## src/rtl/pipe_reg_pkg.sv

```systemverilog
`default_nettype none
// ============================================================================
// Module      : pipe_reg_pkg
// Description : Shared defaults and per-slice control record for the pipe_reg
//               ready/valid pipeline register.
// Contents    : c_DEFAULT_WIDTH, c_DEFAULT_DEPTH, stage_ctrl_t
// Revision    : 1.0 - initial release
// ============================================================================
package pipe_reg_pkg;

  localparam int unsigned c_DEFAULT_WIDTH = 8;
  localparam int unsigned c_DEFAULT_DEPTH = 2;

  // Control presented to one slice each cycle.
  typedef struct packed {
    logic load;   // slice may take its upstream valid/data at the next edge
    logic clear;  // drop the valid flag at the next edge (data kept)
  } stage_ctrl_t;

endpackage : pipe_reg_pkg
`default_nettype wire

```

## src/rtl/pipe_reg_stage.sv

```systemverilog
`default_nettype none
// ============================================================================
// Module      : pipe_stage
// Description : One slice of the pipeline register: an enabled, resettable
//               data register plus its valid flag.
// Ports       : clk_i, reset_i (async, active high)
//               i_load     - accept upstream valid (and data if valid)
//               i_up_valid - upstream valid
//               i_up_data  - upstream payload
//               i_clear    - synchronous clear of the valid flag
//               o_valid    - slice valid flag
//               o_data     - slice payload
// Revision    : 1.0 - initial release
// ============================================================================
module pipe_stage #(
  parameter int                 WidthP      = 8,
  parameter logic [WidthP-1:0]  ResetValueP = '0
) (
  input  logic              clk_i,
  input  logic              reset_i,
  input  logic              i_load,
  input  logic              i_up_valid,
  input  logic [WidthP-1:0] i_up_data,
  input  logic              i_clear,
  output logic              o_valid,
  output logic [WidthP-1:0] o_data
);

  logic              r_valid;
  logic [WidthP-1:0] r_data;

  always_ff @(posedge clk_i or posedge reset_i) begin
    if (reset_i) begin
      r_valid <= 1'b0;
    end else if (i_clear) begin
      r_valid <= 1'b0;
    end else if (i_load) begin
      r_valid <= i_up_valid;
    end
  end

  // Data only moves when a real word arrives; bubbles leave it untouched,
  // and a clear keeps the last payload visible on the output.
  always_ff @(posedge clk_i or posedge reset_i) begin
    if (reset_i) begin
      r_data <= ResetValueP;
    end else if (!i_clear && i_load && i_up_valid) begin
      r_data <= i_up_data;
    end
  end

  assign o_valid = r_valid;
  assign o_data  = r_data;

endmodule : pipe_stage
`default_nettype wire

```

## src/rtl/pipe_reg.sv

```systemverilog
`default_nettype none
// ============================================================================
// Module      : pipe_reg
// Description : Parametrised ready/valid pipeline register built from DepthP
//               full-throughput slices. Supports synchronous flush and
//               reports its occupancy.
// Ports       : clk_i, reset_i (async, active high), flush_i
//               valid_i / ready_o / data_i  - producer side
//               valid_o / ready_i / data_o  - consumer side
//               count_o                     - number of valid slices
// Revision    : 1.0 - initial release
// ============================================================================
module pipe_reg
  import pipe_reg_pkg::*;
#(
  parameter int                WidthP      = c_DEFAULT_WIDTH,
  parameter int                DepthP      = c_DEFAULT_DEPTH,
  parameter logic [WidthP-1:0] ResetValueP = '0
) (
  input  logic                        clk_i,
  input  logic                        reset_i,
  input  logic                        flush_i,
  input  logic                        valid_i,
  output logic                        ready_o,
  input  logic [WidthP-1:0]           data_i,
  output logic                        valid_o,
  input  logic                        ready_i,
  output logic [WidthP-1:0]           data_o,
  output logic [$clog2(DepthP+1)-1:0] count_o
);

  localparam int CountWidthL = $clog2(DepthP+1);

  // Parameter sanity checks at elaboration.
  if (WidthP < 1) begin : g_bad_width
    $error("pipe_reg: WidthP must be >= 1");
  end
  if (DepthP < 1) begin : g_bad_depth
    $error("pipe_reg: DepthP must be >= 1");
  end

  logic [DepthP-1:0] w_valid;
  logic [WidthP-1:0] w_data [DepthP];
  logic [DepthP-1:0] w_rdy;
  stage_ctrl_t       w_ctrl [DepthP];
  logic [CountWidthL-1:0] w_count;

  // Ready ripples from the output slice back to the input slice. An empty
  // slice always accepts, which is what squeezes bubbles out under
  // backpressure.
  always_comb begin
    w_rdy = '0;
    w_rdy[DepthP-1] = !w_valid[DepthP-1] || ready_i;
    for (int k = DepthP-2; k >= 0; k--) begin
      w_rdy[k] = !w_valid[k] || w_rdy[k+1];
    end
  end

  always_comb begin
    w_count = '0;
    for (int k = 0; k < DepthP; k++) begin
      w_count = w_count + CountWidthL'(w_valid[k]);
    end
  end

  for (genvar k = 0; k < DepthP; k++) begin : g_stage
    logic              w_up_valid;
    logic [WidthP-1:0] w_up_data;
    logic [WidthP-1:0] w_stage_data;

    if (k == 0) begin : g_head_in
      assign w_up_valid = valid_i;
      assign w_up_data  = data_i;
    end else begin : g_chain_in
      assign w_up_valid = w_valid[k-1];
      assign w_up_data  = w_data[k-1];
    end

    assign w_ctrl[k].load  = w_rdy[k] && !flush_i;
    assign w_ctrl[k].clear = flush_i;

    pipe_stage #(
      .WidthP      (WidthP),
      .ResetValueP (ResetValueP)
    ) u_stage (
      .clk_i      (clk_i),
      .reset_i    (reset_i),
      .i_load     (w_ctrl[k].load),
      .i_up_valid (w_up_valid),
      .i_up_data  (w_up_data),
      .i_clear    (w_ctrl[k].clear),
      .o_valid    (w_valid[k]),
      .o_data     (w_stage_data)
    );

    assign w_data[k] = w_stage_data;
  end

  // Flush blocks both handshakes in the cycle it is asserted.
  assign ready_o = w_rdy[0] && !flush_i;
  assign valid_o = w_valid[DepthP-1] && !flush_i;
  assign data_o  = w_data[DepthP-1];
  assign count_o = w_count;

endmodule : pipe_reg
`default_nettype wire

```

## config.mk

```make
export PLATFORM = sky130hd
export DESIGN_NAME = pipe_reg
export DESIGN_NICKNAME = d
export VERILOG_FILES = /design/src/rtl/pipe_reg_pkg.sv /design/src/rtl/pipe_reg_stage.sv /design/src/rtl/pipe_reg.sv
export SDC_FILE = /design/constraint.sdc
export NUM_CORES = 1
export LEC_CHECK = 0
export CORE_MARGIN = 2
export CORE_UTILIZATION = 40
export CTS_BUF_LIST = sky130_fd_sc_hd__clkbuf_8
export CTS_CLUSTER_DIAMETER = 30
export DETAILED_ROUTE_END_ITERATION = 8
export PLACE_DENSITY = 0.73
export SETUP_SLACK_MARGIN = 0.4
export SYNTH_ARGS = -nofsm -noshare
export SYNTH_HDL_FRONTEND = slang
export SYNTH_SLANG_ARGS = --single-unit
```

## constraint.sdc

```tcl
create_clock -name clk_i -period 1.85 [get_ports clk_i]
set_clock_uncertainty 0.2 [all_clocks]
set_input_delay 0.2775 -clock clk_i [delete_from_list [all_inputs] [get_ports clk_i]]
set_output_delay 0.2775 -clock clk_i [all_outputs]
set_load 0.01 [all_outputs]
```

# After elaboration in Yosys (flattened, before gate mapping)
# Cells that the tools add are included.
[totals]
register_bits = 18
latchBits = 0
ramBits = 0
romBits = 0
in_bits = 13
output_inout_bits = 12
elab_cells = 23
mem_count = 0
[classes]
add_sub_neg = 1
n_mul = 0
div = 0
magnitude_cmp = 0
eq_ne = 0
shifts = 0
muxes = 4
bitwise = 0
reduce_logical = 14
[ops]
columns = ["cell", "count"]
rows = [
  ["1-bit logical AND", 7],
  ["1-bit 2-to-1 mux", 4],
  ["2-bit nonzero test", 2],
  ["1-bit zero test", 3],
  ["1-bit by 1-bit adder with 2-bit output", 1],
  ["1-bit logical OR", 2],
]

# Longest topological paths before layout
# Gate-level depths: netlist of run 1.
[logic_depth]
ltp_word = 6
depth_mapped = 4
depth_no_buf = 3

# Hierarchy
# From an unflattened synthesis of run 1, not the netlist that was laid out.
[hier_totals]
hier_cells = 47
hier_area_um2 = 753.2
[by_module_without_submodules]
columns = ["mod", "n_inst", "cells_each", "area_per_inst_um2", "seq_area_each_um2"]
rows = [
  ["pipe_stage", 2, 21, 352.8, 225.2],
  ["pipe_reg", 1, 5, 47.5, 0.0],
]

# Worst setup path before layout of run 1
# No wires, ideal clock.
[synth_path]
path_type = "register to register"
from = "reg g_stage[0].u_stage.r_valid"
to = "reg g_stage[0].u_stage.r_data[0]"
setup_ns = 0.125
arrival_ns = 1.369
required_time_ns = 1.525
path_slack_ns = 0.156
path_stages_with_launch = 5
path_buffers = 1
synth_period_minus_slack_ns = 1.694
cell_sequence = "dfrtp_1 and3b_1 or3b_1 buf_6 mux2_4"
[synth_via]
elab_chain_len = 5
[synth_rtl]
columns = ["item", "line_no", "rtl"]
rows = [
  ["start, declared", "pipe_reg_stage.sv:29", "logic r_valid;"],
  ["start signal, assigned", "pipe_reg_stage.sv:38", "r_valid <= i_up_valid;"],
  ["1-bit zero test", "pipe_reg.sv:55", "w_rdy[k] = !w_valid[k] || w_rdy[k+1];"],
  ["1-bit logical OR", "pipe_reg.sv:55", ""],
  ["1-bit logical AND", "pipe_reg.sv:79", "assign w_ctrl[k].load = w_rdy[k] && !flush_i;"],
  ["1-bit logical AND (2 in a row)", "pipe_reg_stage.sv:47", "end else if (!i_clear && i_load && i_up_valid) begin"],
  ["end signal, assigned", "pipe_reg_stage.sv:46", "r_data <= ResetValueP;"],
  ["end signal, assigned", "pipe_reg_stage.sv:48", "r_data <= i_up_data;"],
  ["end, declared", "pipe_reg_stage.sv:30", "logic [WidthP-1:0] r_data;"],
]
# No other way between the ends.
# A chain may end at the register's enable or synchronous reset.

# Worst setup path in the final report of run 1
[layout_path]
from = "reg g_stage[0].u_stage.r_valid"
to = "reg g_stage[0].u_stage.r_data[6]"
# Same word-level chain as after synthesis.

==> results of run 1 <==
## through the flow
| stage | hold slack, ns | instance area, um^2 |
|---|---|---|
| 5_1_grt | 0.178 | 1180 |
| 6_report | 0.151 | 1180 |
| 3_5_place_dp | 0.292 | 1050 |
| 4_1_cts | 0.168 | 1150 |
| 3_3_place_gp | 0.287 | 1050 |
| 2_1_floorplan | 0.0161 | 746 |
## worst min-delay path by stage
stage,from,to,cells past startpoint
floorplan,reset_i,g_stage[0].u_stage.o_data[0]$_DFFE_PP0P_,1
global placement,g_stage[0].u_stage.o_data[1]$_DFFE_PP0P_,g_stage[1].u_stage.o_data[1]$_DFFE_PP0P_,1
detailed placement,g_stage[1].u_stage.o_data[6]$_DFFE_PP0P_,g_stage[1].u_stage.o_data[6]$_DFFE_PP0P_,1
CTS,reset_i,g_stage[1].u_stage.o_data[1]$_DFFE_PP0P_,3
global route,reset_i,g_stage[0].u_stage.o_data[4]$_DFFE_PP0P_,3
finish,reset_i,g_stage[0].u_stage.o_data[1]$_DFFE_PP0P_,3
## timing repair
action | CTS | global route
pin swaps | 2 | 3
buffers inserted | 4 | 2
endpoints found under the setup margin | 28 | 20
resized for setup | 36 | 7
hold endpoints to repair | 0 | 0
## final cells by class
| cell class | instances | area, um^2 |
|---|---|---|
| fill | 135 | 567 |
| sequential | 18 | 450 |
| timing repair buffer | 36 | 344 |
| multi-input combinational | 26 | 304 |
| clock buffer | 3 | 41.3 |
| tap | 25 | 31.3 |
| inverter | 2 | 7.51 |
## routing by layer
layer  global-route usage  part of all wire  vias to the layer above
li1                     -                 -                      240
met1                0.170              0.43                      236
met2                0.238              0.47                       17
met3               0.0385             0.065                        4
met4                0.100             0.028                        0
met5                    0                 0                        -
## flip-flops by register name (all words and copies together) (netlist names)
register / cells
g_stage.u_stage.o_valid: 2
g_stage.u_stage.o_data: 16
## report_power, final
group / switching (W) / total [W] / internal (W) / leakage, nW
logic: 0.000104 / 0.000295 / 0.000191 / 0.340
clock network: 0.000120 / 0.000264 / 0.000144 / 0.0216
registers: 0.0000375 / 0.000515 / 0.000477 / 0.216
## cells in the mapped netlist
cell type  number  area share
ha_1            1       0.017
a21oi_1         1      0.0067
dfrtp_1        18        0.60
mux2_2          8        0.12
buf_6           1       0.015
nand3b_1        1       0.010
nor2b_1         1      0.0084
or3b_1          1       0.012
nor2_1          3       0.015
mux2_4          8        0.16
nand2b_1        1      0.0084
inv_1           2       0.010
and3b_1         1       0.012
## worst max-delay path: stages, from the launching register on
cell	delay, ns
dfrtp_1	0.40
and3b_2	0.23
or3b_4	0.38
buf_6	0.15
mux2_4	0.29
## cells by family after synthesis
logic type | Yosys count | synth area share
flip-flops | 18 | 0.604
multiplexers | 16 | 0.282
buffers and inverters | 3 | 0.0252
AO/OA/AOI/OAI | 1 | 0.00670
adder cells (fa/ha/maj) | 1 | 0.0168
AND/OR/NAND/NOR | 8 | 0.0655
==> impl_summary.md, run 1 <==
Status
The flow ran to the end, and the final reports show no timing, DRC or antenna violations.

Clock network
The count of clock tree sinks is 18. The count of hold-fix buffers inserted at cts is 0. The clock tree from TritonCTS is built. The tree is rooted in a clkbuf_8. The total clock buffers created by CTS is 3. In this run the deepest clock path goes through 2 buffers.

The clock reaches the later pin of the worst-skew pair after approximately 0.25 ns. The clock-pin slew of the registers on the worst-case setup and hold paths is about 0.07 ns. CTS built an H-tree with a depth of 1.

Global routing
In the global route stage, overall resource usage came out at 0.147. The number of antenna violations at the first check in global routing is 0. The number of global-route vias before repair is ~480. The wire length of the first global-routing pass is 2110 um. Entering global routing, the biggest net connects 19 pins. Global routing finished with a remaining overflow of 0.

Die
The boundary pin count is 25. After floorplanning, the core was divided into 15 placement rows. The die covers around 2200 um^2. The die is 47.2 um wide.

The area of the core is around 1700 um^2. The die span in y is between 40 and 50 um. The starting density of the core is 0.427.

Placed design
The placer congestion estimate is 0.642. The count of buffers added on input and output ports is 24. The detailed placer's ending HPWL is 940 um.

Once placement completed, the tool counted placed cells totaling about 100. Prior to clock tree synthesis, the placed netlist has a worst setup slack of -0.256 ns.

STA
The routed design could run at a clock period as short as 1.78 ns. The count of endpoints failing hold in the final timing report is 0. The final worst-path setup slack is ~0.074 ns.

Setup repair after global routing could not meet its margin everywhere. At the pin with the least slew margin, the transition time is 0.229 ns. The relative slew slack is 0.847. Dividing the final minimum period by the clock period gives 0.960. The highest clock rate is roughly 560 MHz. Setup violations remaining at the end of the flow were counted as 0.

Adding up every negative setup slack in the final design gives 0 ns. The number of pins exceeding their max-slew limit in the final report is 0.

Power
Dividing total power by cell area gives a power density of just over 900 nW/um^2. The leakage power figure is 0.577 nW. The total design power is 0.00107 W. The peak supply drop is ~0.0007 V.

Yosys
The distinct cell type count after synthesis is 13. The warning count from the yosys run is 0. The flip-flop and latch count after synthesis is 18.

The share of the Yosys chip area taken by registers is 0.604. When the netlist entered floorplanning its net count stood at roughly 60. The post-synth design cell area is 746 um^2. The mean area per synthesized cell is between 15 and 20 um^2. The number of instances in the synthesized netlist is 47.

Routing
The post-detailed-route via-to-cell ratio is 4.52. The post-route antenna net violation count is 0. After detailed routing, the total wire length is approximately 1400 um. The overall via count from detail_route is 497. The mean routed wirelength per cell is 13.1 um. The iteration count of the initial detailed-routing pass is 3. For this run, design rule violations remaining after detail routing come to 0. For this block, the initial DRC count from the detailed router was 1.

Setup path
STA puts the critical path data required time at around 1.8 ns. The highest fanout seen on the critical path is 5. The depth of the most critical reg-to-reg path is 4.

The beginning of the worst register-to-register path is g_stage[0].u_stage.o_valid$_DFFE_PP0P_. The classification of the worst setup path is register to register. STA classifies the critical path startpoint as a register.

Data arrives at the worst endpoint at 1.71 ns. The timing endpoint of the critical path is g_stage[0].u_stage.o_data[6]$_DFFE_PP0P_. The worst register-to-register path has a setup slack of between 0.07 and 0.08 ns. The worst register-to-register path ends at g_stage[0].u_stage.o_data[6]$_DFFE_PP0P_.

The most critical setup path has its startpoint at g_stage[0].u_stage.o_valid$_DFFE_PP0P_. The capturing element type of the critical path is a register.

Cells and area
The number of nets in the final layout is roughly 100. Leaving out fill and tap cells, the most frequent cell in the layout is dfrtp_1. After the flow finishes, the layout carries non-filler instances totaling 110.

The final core utilization is 0.675. From synthesis to final layout, the design area changed by 58.1%. 0 antenna diodes ended up in the layout. The fraction of layout cells with a size suffix above 1 is 0.459. The top cell types in the final layout, fill and taps aside, are dfrtp_1, buf_6, clkdlybuf4s50_1, dlygate4sd2_1, mux2_4.

Flow run
Across the run, the number of max-cap violations was 0.

Min path
The classification of the worst-slack hold path is primary input to asynchronous set/reset pin.
No activity file was read; power rests on OpenSTA's default activity.
==> run 2, diff against run 1 <==
PLACE_DENSITY = not set   (was 0.73)
PLACE_DENSITY_LB_ADDON = 0.1   (was not set)
==> run 2 against run 1 <==
Against the previous run: first-iteration DRC count grew to 3.0 times the previous value; count of clock-buffer cells in the layout increased by 1; utilization decreased by 2.2 points; via count increased by 0.20%; sequential share of layout area rose by 1.3 points; worst hold slack improved by 0.0017 ns; global-route usage fell by 0.62 points; die area is the same; sequential cell count unchanged; critical path depth unchanged.
==> impl_summary.md, run 2 (synthesized netlist as in run 1, its figures left out) <==
Placed design
The area of placed instances came to 1060 um^2 (was 1050 um^2). The count of input and output buffers is 24 (unchanged). The detailed placer's ending HPWL came to 974 um (was 940 um). The placer congestion estimate is 0.698 (was 0.642). The worst slack at placement came to -0.283 ns (was -0.256 ns).

Cells and area
The commonest non-fill, non-tap cell in the layout is dfrtp_1 (unchanged). The final antenna diode count was 0 (unchanged). The total non-filler cell area in the finished layout was 1140 um^2 (was 1180 um^2). The fraction of layout cells with a size suffix above 1 was 0.452 (was 0.459). The sequential cell area in the final layout came to 450 um^2 (unchanged). The number of flip-flops under the largest register name is 16 (unchanged). The synthesis-to-finish area growth is 53.0% (was 58.1%). The final-layout fill cell count is 145 (was 135).

The area of the multi-input gates is 290 um^2 (was 304 um^2). Most frequent cells in the layout: dfrtp_1, clkdlybuf4s50_1, dlygate4sd2_1, mux2_2, mux2_4 (was dfrtp_1, buf_6, clkdlybuf4s50_1, dlygate4sd2_1, mux2_4). The number of nets in the final layout was 99 (was 101).

Setup path
The worst-case register-to-register setup slack is 0.08 ns (was 0.07 ns). The cell at the slowest stage of the critical path is dfrtp_1 (unchanged). The beginning of the worst register-to-register path is g_stage[0].u_stage.o_valid$_DFFE_PP0P_ (unchanged).

Cell-by-cell listing of the critical path: and3b_2, or3b_4, buf_6, mux2_4 (unchanged). The classification of the worst setup path is register to register (unchanged). The critical register-to-register path endpoint is g_stage[0].u_stage.o_data[7]$_DFFE_PP0P_ (was g_stage[0].u_stage.o_data[6]$_DFFE_PP0P_). The data required time of the critical path is 1.78 ns (about the same). The number of buffers and inverters on the critical path came to 1 (unchanged). The critical path's top delay family is simple AND/OR/NAND/NOR gates (unchanged).

The capturing element type of the critical path is a register (unchanged). The category of the worst setup path launch point is a register (unchanged). The largest stage delay on the critical path is 0.40 ns (about the same). The critical path data arrival time is 1.70 ns (was 1.71 ns). The highest fanout seen on the critical path is 5 (unchanged). The depth of the most critical reg-to-reg path is 4 (unchanged).

Routing
The post-detailed-route DRC marker count is 0 (unchanged). The overall via count from detail_route came to 498 (was 497). The count of routing violations after the opening detailed-route iteration is 3 (was 1). The wire length after detailed routing came to 1380 um (was 1450 um). The post-route antenna net violation count is 0 (unchanged).

The iteration count of the initial detailed-routing pass is 4 (was 3). The post-detailed-route via-to-cell ratio is 4.57 (was 4.52). The mean routed wirelength per cell was 12.7 um (was 13.1 um).

STA
The highest clock rate is 566 MHz (was 563 MHz). The final worst-path setup slack is 0.0837 ns (was 0.0742 ns). Setup repair after global routing missed its margin: yes (unchanged). The number of pins exceeding their max-slew limit in the final report is 0 (unchanged). The relative slew slack is 0.844 (was 0.847).

The total setup violations reported at the end of the flow was 0 (unchanged). The post-route clock period utilization came to 0.955 (was 0.960). The slew at the pin closest to its max-slew limit came to 0.233 ns (was 0.229 ns). The time the worst path needs with I/O delays and setup is 1.77 ns (was 1.78 ns). The count of endpoints failing hold in the final timing report is 0 (unchanged).

Global routing
The final global-route overflow total came to 0 (unchanged). The total global routing track utilization was 0.141 (was 0.147). The number of global-route vias before repair came to 494 (was 481). The wire length of the first global-routing pass is 2110 um (unchanged). The pin count of the biggest net entering global routing is 19 (unchanged). The number of antenna violations at the first check in global routing is 0 (unchanged).

Clock network
The total clock buffers created by CTS is 3 (unchanged). The deepest clock path buffer count is 2 (unchanged). The clock tree from TritonCTS is built (unchanged). The count of hold-fix buffers inserted at cts is 0 (unchanged).

The count of clock tree sinks is 18 (unchanged). The master cell of the clock root buffer is clkbuf_8 (unchanged). The clock latency on the worst-skew pair was 0.24 ns (was 0.25 ns). The maximum level of the CTS H-tree is 1 (unchanged). The clock-pin slew of the registers on the worst-case setup and hold paths is 0.07 ns (about the same).

Die
The row count is 15 (unchanged). The boundary pin count is 25 (unchanged). The die span in y is 47.2 um (unchanged). The area of the core is 1750 um^2 (unchanged). The starting density of the core is 0.427 (unchanged). The area enclosed by the die boundary is 2230 um^2 (unchanged). The die boundary width is 47.2 um (unchanged).

Power
The total design power is 0.00110 W (was 0.00107 W). The leakage power figure is 0.570 nW (was 0.577 nW). The peak supply drop is 0.000497 V (was 0.000681 V). The power density normalized to cell area is 968 nW/um^2 (was 911 nW/um^2).

Min path
The classification of the worst-slack hold path is primary input to asynchronous set/reset pin (unchanged).

Flow run
The number of max-cap violations was 0 (unchanged).

Status
Outcome: finished, final reports clean (unchanged).
## run 2: layer usage
layer | global-route usage | part of all wire | vias to the layer above
li1 | - | - | 235
met1 | 0.153 | 0.45 | 246
met2 | 0.255 | 0.48 | 17
met3 | 0.0577 | 0.062 | 0
met4 | 0.0333 | 0 | 0
met5 | 0 | 0 | -
## run 2: report_power, final
group	switching, W	internal, W
registers	0.0000406	0.000477
clock network	0.000123	0.000189
logic	0.0000985	0.000177
## run 2: metrics by stage
stage	hold slack [ns]	util	TNS [ns]	std cells
after detailed placement	0.292	0.605	-2.77	100
final	0.153	0.654	0	109
after global placement	0.287	0.605	-2.33	100
after CTS	0.162	0.649	0	108
after floorplan	0.0161	-	0	47
after global routing	0.193	0.654	0	109
## run 2: tightest hold or removal path, cell delays in order
cell	delay [ns]
clkdlybuf4s50_1	0.40
inv_1	0.05
buf_4	0.24
## run 2: how the worst max path moves through the flow
stage                                               endpoint  slack [ns]                              startpoint  cells after the start
floorplan           g_stage[0].u_stage.o_data[0]$_DFFE_PP0P_        0.16  g_stage[1].u_stage.o_valid$_DFFE_PP0P_                      4
global placement    g_stage[0].u_stage.o_data[3]$_DFFE_PP0P_       -0.25                                 ready_i                      5
detailed placement  g_stage[0].u_stage.o_data[7]$_DFFE_PP0P_       -0.28                                 ready_i                      5
CTS                 g_stage[0].u_stage.o_data[7]$_DFFE_PP0P_        0.07  g_stage[1].u_stage.o_valid$_DFFE_PP0P_                      4
global route        g_stage[0].u_stage.o_data[7]$_DFFE_PP0P_        0.04  g_stage[0].u_stage.o_valid$_DFFE_PP0P_                      4
finish              g_stage[0].u_stage.o_data[7]$_DFFE_PP0P_        0.08  g_stage[0].u_stage.o_valid$_DFFE_PP0P_                      4
## run 2: timing repair
action	CTS	global route
cloned	0	0
setup endpoints to repair	28	20
hold endpoints to repair	0	0
setup buffers	4	1
pin swaps	2	3
resized for setup	28	5
## run 2: final cells by class
class | instances | area share
repair buffers | 34 | 0.269
clock buffers | 4 | 0.0482
flip-flops and latches | 18 | 0.395
multi-input cells | 26 | 0.254
inverters | 2 | 0.00658
well taps | 25 | 0.0274
==> run 3, diff against run 2 <==
==> constraint.sdc (replaced) <==
create_clock -name clk_i -period 1.85 [get_ports clk_i]
set_clock_uncertainty 0.2 [all_clocks]
set_input_delay 0.4625 -clock clk_i [delete_from_list [all_inputs] [get_ports clk_i]]
set_output_delay 0.4625 -clock clk_i [all_outputs]
set_load 0.01 [all_outputs]
==> run 3 against run 2 <==
Against the previous run: the run now ends with negative setup slack left; worst hold slack gained 0.16 ns; sequential cell count did not move; clock power is 2% lower; register-to-register slack worse by 0.09 ns; wire length decreased by 7.8%; fmax shrank 4.9%.
==> impl_summary.md, run 3 (synthesized netlist as in run 1, its figures left out) <==
Flow run
The number of max-cap violations is 0 (unchanged).

STA
The slew at the pin closest to its max-slew limit is 0.227 ns (was 0.233 ns). The count of endpoints failing hold in the final timing report was 0 (unchanged). The total setup violations reported at the end of the flow is 5 (was 0). The time the worst path needs with I/O delays and setup is 1.86 ns (was 1.77 ns). The relative slew slack is 0.848 (was 0.844). The final worst-path setup slack is -0.00645 ns (was 0.0837 ns). Setup repair after global routing missed its margin: yes (unchanged). The post-route clock period utilization is 1.00 (was 0.955). The highest clock rate came to 539 MHz (was 566 MHz). The summed negative setup slack over all endpoints is -0.0202 ns (was 0 ns). The number of pins exceeding their max-slew limit in the final report came to 0 (unchanged).

Power
The internal power component is 0.000870 W (was 0.000843 W). The switching fraction of total power was 0.235 (was 0.237). The proportion of power drawn by combinational gates is 0.270 (was 0.249).

The peak supply drop is 0.000619 V (was 0.000497 V). The switching power of the nets is 0.000267 W (was 0.000262 W). The share of total power in sequential cells is 0.461 (was 0.469). The power density normalized to cell area is 977 nW/um^2 (was 968 nW/um^2). The clock network power share is 0.270 (was 0.282). The leakage power figure is 0.605 nW (was 0.570 nW).

Setup path
The data required time of the critical path is 1.78 ns (about the same). The number of buffers and inverters on the critical path is 2 (was 1). The largest stage delay on the critical path was 0.39 ns (was 0.40 ns). The classification of the worst setup path is register to register (unchanged). The most numerous cell on the critical path is buf_6.

The cell at the slowest stage of the critical path is dfrtp_1 (unchanged). The category of the worst setup path launch point is a register (unchanged). Cell-by-cell listing of the critical path: buf_6, and3b_2, or3b_4, buf_6, mux2_4 (was and3b_2, or3b_4, buf_6, mux2_4). The critical path's top delay family is simple AND/OR/NAND/NOR gates (unchanged). The highest fanout seen on the critical path was 5 (unchanged). The critical path data arrival time was 1.79 ns (was 1.70 ns). The capturing element type of the critical path is a register (unchanged).

Clock network
The clock-pin slew of the registers on the worst-case setup and hold paths was 0.06 ns (was 0.07 ns). The maximum level of the CTS H-tree came to 1 (unchanged). The total clock buffers created by CTS is 3 (unchanged). The count of hold-fix buffers inserted at cts is 0 (unchanged). The clock tree from TritonCTS is built (unchanged).

The master cell of the clock root buffer is clkbuf_8 (unchanged). The count of clock tree sinks was 18 (unchanged). The clock latency on the worst-skew pair is 0.24 ns (about the same). The deepest clock path buffer count is 2 (unchanged).

Cells and area
The final standard cell count with taps included and fillers excluded is 111 (was 109). The final antenna diode count is 0 (unchanged). Most frequent cells in the layout: dfrtp_1, mux2_4, buf_2, clkdlybuf4s50_1, buf_6 (was dfrtp_1, clkdlybuf4s50_1, dlygate4sd2_1, mux2_2, mux2_4). The final core utilization is 0.667 (was 0.654). The fraction of layout cells with a size suffix above 1 is 0.570 (was 0.452). The total non-filler cell area in the finished layout is 1160 um^2 (was 1140 um^2). The number of nets in the final layout came to 101 (was 99). The synthesis-to-finish area growth is 56.0% (was 53.0%). The commonest non-fill, non-tap cell in the layout is dfrtp_1 (unchanged). The number of flip-flops under the largest register name is 16 (unchanged). The final-layout fill cell count was 133 (was 145).

Routing
The post-detailed-route DRC marker count came to 0 (unchanged). The met3 wirelength from detailed routing is 64 um (was 86 um). The met2 wire length is 615 um (was 669 um). The top layer reached by signal wires is met3 (unchanged). The wire length after detailed routing is 1270 um (was 1380 um). The iteration count of the initial detailed-routing pass came to 2 (was 4). The post-detailed-route via-to-cell ratio is 4.33 (was 4.57). The count of routing violations after the opening detailed-route iteration is 2 (was 3). The post-route antenna net violation count is 0 (unchanged). The mean routed wirelength per cell is 11.5 um (was 12.7 um). The overall via count from detail_route is 481 (was 498). The sum of routed wire segments on met1 is 594 um (was 625 um).

Placed design
The area of placed instances came to 1100 um^2 (was 1060 um^2). The detailed placer's ending HPWL came to 965 um (was 974 um). The placer congestion estimate is 0.682 (was 0.698).

The instance count after placement with tap cells included is 102 (was 100). The count of input and output buffers is 24 (unchanged). The worst slack at placement was -0.566 ns (was -0.283 ns).

Global routing
The number of global-route vias before repair came to 489 (was 494). The wire length of the first global-routing pass is 2060 um (was 2110 um). The final global-route overflow total came to 0 (unchanged). The pin count of the biggest net entering global routing is 19 (unchanged).

The number of antenna violations at the first check in global routing is 0 (unchanged). The total global routing track utilization was 0.131 (was 0.141).

Die
The row count was 15 (unchanged). The die span in y was 47.2 um (unchanged). The starting density of the core is 0.427 (unchanged). The boundary pin count is 25 (unchanged). The area enclosed by the die boundary is 2230 um^2 (unchanged). The die boundary width is 47.2 um (unchanged). The area of the core was 1750 um^2 (unchanged).

Status
The final reports fail on negative setup slack. Outcome: finished, violations left (was finished, final reports clean).

Min path
The classification of the worst-slack hold path is register to register (was primary input to asynchronous set/reset pin).
-- run 3: changes by cell type in the layout (fill, tap and decap cells not counted), moves of 4 or more --
cell and change:
dlygate4sd2_1 -10, buf_2 +8, mux2_2 -8, mux2_4 +8, buf_6 +4
-- run 3: worst register-to-register path: stages (launching register included) --
cell	delay, ns
dfrtp_1	0.39
buf_6	0.12
and3b_2	0.20
or3b_4	0.39
buf_6	0.15
mux2_4	0.29
-- run 3: metal layers --
layer	global-route usage	up-vias
met3	0.0231	0
li1	-	237
met1	0.177	228
met4	0.0167	0
met2	0.225	16
met5	0	-
-- run 3: final cells by class --
cell class	count	area [um^2]	area share
Clock buffer	4	55.1	0.0473
Inverter	2	7.51	0.00645
Multi-Input combinational cell	26	325	0.280
Sequential cell	18	450	0.387
Tap cell	25	31.3	0.0269
Timing Repair Buffer	36	294	0.253
-- run 3: path summary, 6_finish.rpt --
path	startpoint	endpoint	slack, ns	cells after the start
max in group asynchronous	reset_i	g_stage[1].u_stage.o_data[0]$_DFFE_PP0P_	0.93	3
max reg2reg	g_stage[1].u_stage.o_valid$_DFFE_PP0P_	g_stage[0].u_stage.o_data[2]$_DFFE_PP0P_	-0.006	5
min in group asynchronous	reset_i	g_stage[0].u_stage.o_data[7]$_DFFE_PP0P_	0.33	3
min	g_stage[0].u_stage.o_data[5]$_DFFE_PP0P_	g_stage[1].u_stage.o_data[5]$_DFFE_PP0P_	0.31	1
min reg2reg	g_stage[0].u_stage.o_data[5]$_DFFE_PP0P_	g_stage[1].u_stage.o_data[5]$_DFFE_PP0P_	0.31	1
max	g_stage[1].u_stage.o_valid$_DFFE_PP0P_	g_stage[0].u_stage.o_data[2]$_DFFE_PP0P_	-0.006	5
-- run 3: per-stage QoR --
stage                     hold WS [ns]  total power, W
after floorplan                  0.201        0.000700
after global placement           0.287        0.000869
after detailed placement         0.294        0.000876
after CTS                        0.309         0.00114
after global routing             0.321         0.00120
final                            0.308         0.00114
-- run 3: timing repair --
action,4_1_cts,5_1_grt
resized for setup,61,3
endpoints found under the setup margin,28,26
pin swaps,3,2
setup buffers,3,2
-- run 3: power by group through the flow --
| stage | Clock, W | Combinational [W] | Sequential (W) |
|---|---|---|---|
| floorplan | 0 | 0.000150 | 0.000550 |
| global placement | 0 | 0.000337 | 0.000532 |
| detailed placement | 0 | 0.000343 | 0.000533 |
| CTS | 0.000315 | 0.000304 | 0.000524 |
| global route | 0.000338 | 0.000330 | 0.000533 |
| finish | 0.000307 | 0.000307 | 0.000524 |
